File: src/rtl/add_acc_pipe.sv
// Two-stage valid/ready adder with a saturating accumulate mode and a
// delivered-result counter. S1 holds operands, S2 holds the registered result.
module add_acc_pipe #(
  parameter int WIDTH = 4,
  parameter int ACC_W = WIDTH + 4,
  parameter int CNT_W = 16
) (
  input  logic             clk,
  input  logic             rst,
  input  logic             in_valid,
  output logic             in_ready,
  input  logic [WIDTH-1:0] a,
  input  logic [WIDTH-1:0] b,
  input  logic             mode,
  input  logic             clr_acc,
  output logic             out_valid,
  input  logic             out_ready,
  output logic [ACC_W-1:0] sum,
  output logic             ovf,
  output logic [CNT_W-1:0] txn_count
);

  // Two guard bits so base + a + b can never wrap before the saturation test.
  localparam int TW = ACC_W + 2;
  localparam logic [ACC_W-1:0] ACC_MAX = '1;

  typedef enum logic {
    OP_ADD = 1'b0,
    OP_ACC = 1'b1
  } op_e;

  typedef struct packed {
    logic [WIDTH-1:0] a;
    logic [WIDTH-1:0] b;
    op_e              op;
    logic             clr;
  } s1_t;

  logic             v1;
  logic             v2;
  s1_t              s1;
  logic [ACC_W-1:0] acc;

  logic             s1_load;
  logic             s2_load;
  logic [TW-1:0]    base_ext;
  logic [TW-1:0]    total;
  logic [ACC_W-1:0] res;
  logic             res_ovf;

  // Handshake: a stalled consumer closes in_ready in the same cycle.
  always_comb begin
    s2_load   = v1 && (!v2 || out_ready);
    in_ready  = !rst && (!v1 || s2_load);
    s1_load   = in_valid && in_ready;
    out_valid = v2 && !rst;
  end

  // NOTE: every always_comb output gets a default first so no path leaves it
  // unassigned; a missing default would infer a latch.
  always_comb begin
    res      = '0;
    res_ovf  = 1'b0;
    base_ext = s1.clr ? '0 : TW'(acc);
    total    = base_ext + TW'(s1.a) + TW'(s1.b);
    if (s1.op == OP_ACC) begin
      if (total > TW'(ACC_MAX)) begin
        res     = ACC_MAX;
        res_ovf = 1'b1;
      end else begin
        res = total[ACC_W-1:0];
      end
    end else begin
      res = ACC_W'(s1.a) + ACC_W'(s1.b);
    end
  end

  // NOTE: sequential state is written with non-blocking assignments only, so
  // every register samples pre-edge values regardless of statement order.
  always_ff @(posedge clk) begin
    if (rst) begin
      v1 <= 1'b0;
    end else if (s1_load) begin
      v1 <= 1'b1;
    end else if (s2_load) begin
      v1 <= 1'b0;
    end
  end

  // NOTE: the operand register carries no reset; it is only read while v1 is
  // set, and v1 is always reset.
  always_ff @(posedge clk) begin
    if (s1_load) begin
      s1 <= '{a: a, b: b, op: op_e'(mode), clr: clr_acc};
    end
  end

  always_ff @(posedge clk) begin
    if (rst) begin
      v2  <= 1'b0;
      sum <= '0;
      ovf <= 1'b0;
    end else if (s2_load) begin
      v2  <= 1'b1;
      sum <= res;
      ovf <= res_ovf;
    end else if (out_ready) begin
      v2 <= 1'b0;
    end
  end

  // The accumulator moves only when an accumulate result enters S2, so stalls hold it.
  always_ff @(posedge clk) begin
    if (rst) begin
      acc <= '0;
    end else if (s2_load && s1.op == OP_ACC) begin
      acc <= res;
    end
  end

  always_ff @(posedge clk) begin
    if (rst) begin
      txn_count <= '0;
    end else if (out_valid && out_ready) begin
      txn_count <= txn_count + CNT_W'(1);
    end
  end

endmodule

File: config.mk
export PLATFORM = sky130hd
export DESIGN_NAME = add_acc_pipe
export DESIGN_NICKNAME = d
export VERILOG_FILES = /design/src/rtl/add_acc_pipe.sv
export SDC_FILE = /design/constraint.sdc
export NUM_CORES = 1
export LEC_CHECK = 0
export ABC_AREA = 1
export BUFFER_PORTS_ARGS = -buffer_cell sky130_fd_sc_hd__buf_2
export CORE_ASPECT_RATIO = 1.25
export CORE_MARGIN = 4
export CORE_UTILIZATION = 35
export DETAILED_ROUTE_END_ITERATION = 8
export PLACE_DENSITY = 0.53
export RECOVER_POWER = 50
export SLEW_MARGIN = 25
export SYNTH_ARGS = -nofsm -noshare
export SYNTH_HDL_FRONTEND = slang
export SYNTH_SLANG_ARGS = --single-unit
File: constraint.sdc
create_clock -name clk -period 4.1 [get_ports clk]
set_clock_uncertainty 0.15 [all_clocks]
set_input_delay 0.82 -clock clk [delete_from_list [all_inputs] [get_ports clk]]
set_output_delay 0.82 -clock clk [all_outputs]
set_load 0.1 [all_outputs]
# Yosys cells after proc, flatten, opt, wreduce, memory -nomap -nowiden
# Index checks and enable logic that the tools add are counted.
# op_classes
n_addsub	4
n_lt_le_gt_ge	1
mux	9
reduce_logical	13
# ops
operator	n
8-bit 2-to-1 mux	3
16-bit by 1-bit adder with 16-bit output (second input constant)	1
9-bit by 4-bit adder with 10-bit output	1
10-bit by 8-bit > comparator with 1-bit output (second input constant)	1
8-bit by 4-bit adder with 9-bit output	1
1-bit logical AND	6
1-bit 2-to-1 mux	6
4-bit by 4-bit adder with 5-bit output	1
2-bit nonzero test	2
1-bit logical NOT	3
1-bit logical OR	2
# word_totals
reg_bits	45
wordCells	37

# Depth between registers and ports, before layout
# logic_depth
depth_word	7
depth_mapped	14
depth_no_buf	14

# Worst setup path before layout
# No wires, ideal clock.
# synth_path
path_kind	input to output
start	input rst
end	output out_valid
arrival_time_ns	2.281
t_required_ns	3.130
path_slack_ns	0.849
path_stages	2
path_buffers	1
cell_sequence	clkbuf_1 nor2_1
# synth_between
elab_chain_cells	2
# synth_lines
item	line_no	rtl
start: declaration	9	input logic rst,
1-bit logical NOT	56	out_valid = v2 && !rst;
1-bit logical AND	56	
end: declaration	16	output logic out_valid,
# Every way passes these cells.

# Worst setup path after layout
# layout_path
start	input rst
end	output in_ready
# layout_between
elab_chain_cells	2
# layout_lines
item	line_no	rtl
1-bit logical NOT	54	in_ready = !rst && (!v1 || s2_load);
1-bit logical AND	54	
end: declaration	11	output logic in_ready,
# Every way passes these cells.

==> metrics.md <==
| Metric | Value |
|---|---|
| Slowest stage cell, crit path | clkbuf_1 |
| Top-area cell type share of the netlist area | 0.2987 |
| Critical path's largest stage delay | 0.52 ns |
| Post-synthesis mux area share | 0 |
| Yosys Warn Count | 0 |
| Syn Nets | 334 |
| Sequential power share | 0.538 |
| CTS max path bufs | 2 |
| Clock Latency Late Sink | 0.29 ns |
| Max-cap violations | 0 |
| Compound-gate portion of the synthesized area | 0.09280 |
| CTS clock-pin slew for the worst setup and hold paths | ~0.080 ns |
| Synth Register Bits | 45 |
| Status | completed |
| Initial antenna violation count | 0 |
| Sw Share | 0.2781 |
| Drc violations | 0 |
| Tcrit/Tclk final | 0.8200 |
| Total Wirelength | 5200 um |
| Largest net degree at the start of global routing | 26 |
| Worst-margin pin slew | between 1 and 1.5 ns |
| Leading cell type in the layout, fill and taps excluded | nand2_1 |
| Hold-fix buffers, CTS | 0 |
| Cell breakdown of the critical path | clkbuf_1, clkinv_2, nand2_1, inv_1, buf_2 |
| Internal | around 0.64 mW |
| First-pass GRT wire length | 9004 um |
| Power Density | 329.6 nW/um^2 |
| Share of the yosys chip area belonging to registers | 0.4267 |
| Count of final max-slew check failures | 0 |
| Worst Setup End Kind | output pin |
| GRT Util Overall | 0.1424 |
| Slew HR | 0.2059 |
| GPL Wtd Cong | 0.7582 |
| Post-synthesis cell area | ~2300 um^2 |
| Tot Pwr | 0.8834 mW |
| CTS root buf | clkbuf_8 |
| Hold Slack | around 0.33 ns |
| Vias/cell | between 4 and 5 |
| DR pass1 iterations | 4 |
| Dpl ws | 1.110 ns |
| Endpoints failing hold | 0 |
| Synth area leader | dfxtp_1 |
| Adder-cell share of the synthesized area | 0.09920 |
| Die height | 99.54 um |
| Worst EP arrival | around 2.4 ns |
| Critical path depth | 5 |
| Num rows | 33 |
| Starting density of the core | 0.3596 |
| Detailed-route via count | 1979 |
| CP delay by family, top | buffers and inverters |
| RSZ-0062 raised after global routing | no |
| Layout net count | 378 |
| DRT antenna net count | 0 |
| WP data required | between 3 and 4 ns |
| Drt wl/cell | 11.90 um |
| Clk pwr share | 0.321 |
| DP Area | approximately 2600 um^2 |
| Most frequent cells in the layout | 64 x nand2_1, 49 x inv_1, 40 x nor2_1 |
| H-tree levels | 2 |
| Share of cells above drive strength 1 | 0.08000 |
| Area delta synth->final | 14.24% |
| Hold path cells | 2 |
| HPWL after DPL | 4139 um |
| IO Port Bufs | 40 |
| Core ar. | 6524 um^2 |
| Post-route core utilization | 0.4108 |
| Fin area | 2680 um^2 |
| Top post-synthesis cells by area | dfxtp_1 30%, edfxtp_1 13%, nand2_1 10% |
| Comb pwr share | 0.141 |
| DR iter-0 viols | 71 |
| Worst setup SP type | primary input |
| Placed cell count | 429 |
| CTS tree | yes |
| Leakage | 1.226 nW |
| Die area | 8085 um^2 |
| Cts repair resizes | 0 |
| Vias in the first global route | 1976 |
| Xor-xnor portion of the synthesized cell area | 0.01120 |
| Synth Instances | between 300 and 400 |
| R2R cell count | 14 |
| Clock sinks | 45 |
| Hold/Removal Path Class | reg -> reg |
| Post-Synth Simple-Gate Area | 0.2848 |
| Final Non-Filler Cells | 437 |
| Highest Clock Rate | 297.4 MHz |
| Setup WS post-layout | 0.7378 ns |
| Setup TNS Final | 0 ns |
| Die W | a little over 80 um |
| Maximum VDD drop | 0.1812 mV |
| Sw power | 0.2457 mW |
| Main combinational cell family by area after synthesis | simple AND/OR/NAND/NOR gates |
| Distinct cells, synth | 27 |
| Final setup viols | 0 |
| Synth Area per Inst | 7.692 um^2 |
| Crit Path Class | in -> out |
| Max FO, Critical Path | 25 |
| TritonCTS buffer count | 5 |
| Io pins | 41 |
| Worst Path Buf+Inv | 4 |
| GR Overflow Total | 0 |
| Tmin final | approximately 3.4 ns |
| Antenna diodes | 0 |
| Post-CTS setup buffer count | 0 |
==> worst register-to-register path: cells and delay by family, from the launching register on <==
| family | cells | cell delay [ns] |
|---|---|---|
| buffers and inverters | 3 | 0.25 |
| adders and majority gates | 3 | 1.10 |
| and+or+nand+nor | 8 | 0.69 |
| DFF | 1 | 0.50 |
==> cell usage after synthesis (all sizes together) <==
library cell and count:
nand4 6, nand3 31, xnor2 1, o21ai 15
o21a 3, ha 9, a21o 1, clkinv 1
nand2 65, nor3 2, fa 6, xor2 2
buf 1, o211ai 1, a21oi 21, inv 49
edfxtp 10, nor2 43, or2 1, clkbuf 2
dfxtp 35
==> layout make-up <==
type	instances	area, um^2
fillers	731	3844
inverters	50	188.9
multi-input cells	207	1120
clock buffers	8	90.09
well taps	87	108.9
flip-flops and latches	45	1001
repair buffers	40	171.4
==> power groups by stage <==
stage          Clock [mW]  Combinational, mW  Sequential (mW)
2_1_floorplan           0             0.0682            0.514
3_3_place_gp            0              0.128            0.486
3_5_place_dp            0              0.128            0.486
4_1_cts             0.299              0.129            0.476
5_1_grt             0.318              0.140            0.477
6_report            0.284              0.125            0.475
==> final timing paths <==
path	slack [ns]	to	start
setup / recovery	0.74	in_ready	rst
hold / removal	0.33	ovf$_SDFFE_PP0P_	ovf$_SDFFE_PP0P_
setup reg to reg	1.33	sum[7]$_SDFFE_PP0P_	s1[0]$_DFFE_PP_
hold reg to reg	0.33	ovf$_SDFFE_PP0P_	ovf$_SDFFE_PP0P_
==> per-layer routing <==
metal,wire length [um],vias up,GRT usage
met5,0,-,0
met3,193,4,0.03261
met2,2563,31,0.2378
met4,52,0,0.04291
met1,2390,878,0.1811
li1,-,1066,-
==> registers in the layout, indices dropped and copies added (netlist names) <==
| signal | flops |
|---|---|
| v2 | 1 |
| sum | 8 |
| v1 | 1 |
| txn_count | 16 |
| s1 | 10 |
| acc | 8 |
| ovf | 1 |
==> logic make-up (layout without fill, tap and decap cells) <==
family,Yosys count,after routing
simple gates,148,148
buf+inv,53,98
flops,45,45
compound gates,41,41
fa+ha+maj,15,15
xor+xnor,3,3
Note: power is estimated with default switching activity, not from simulation.
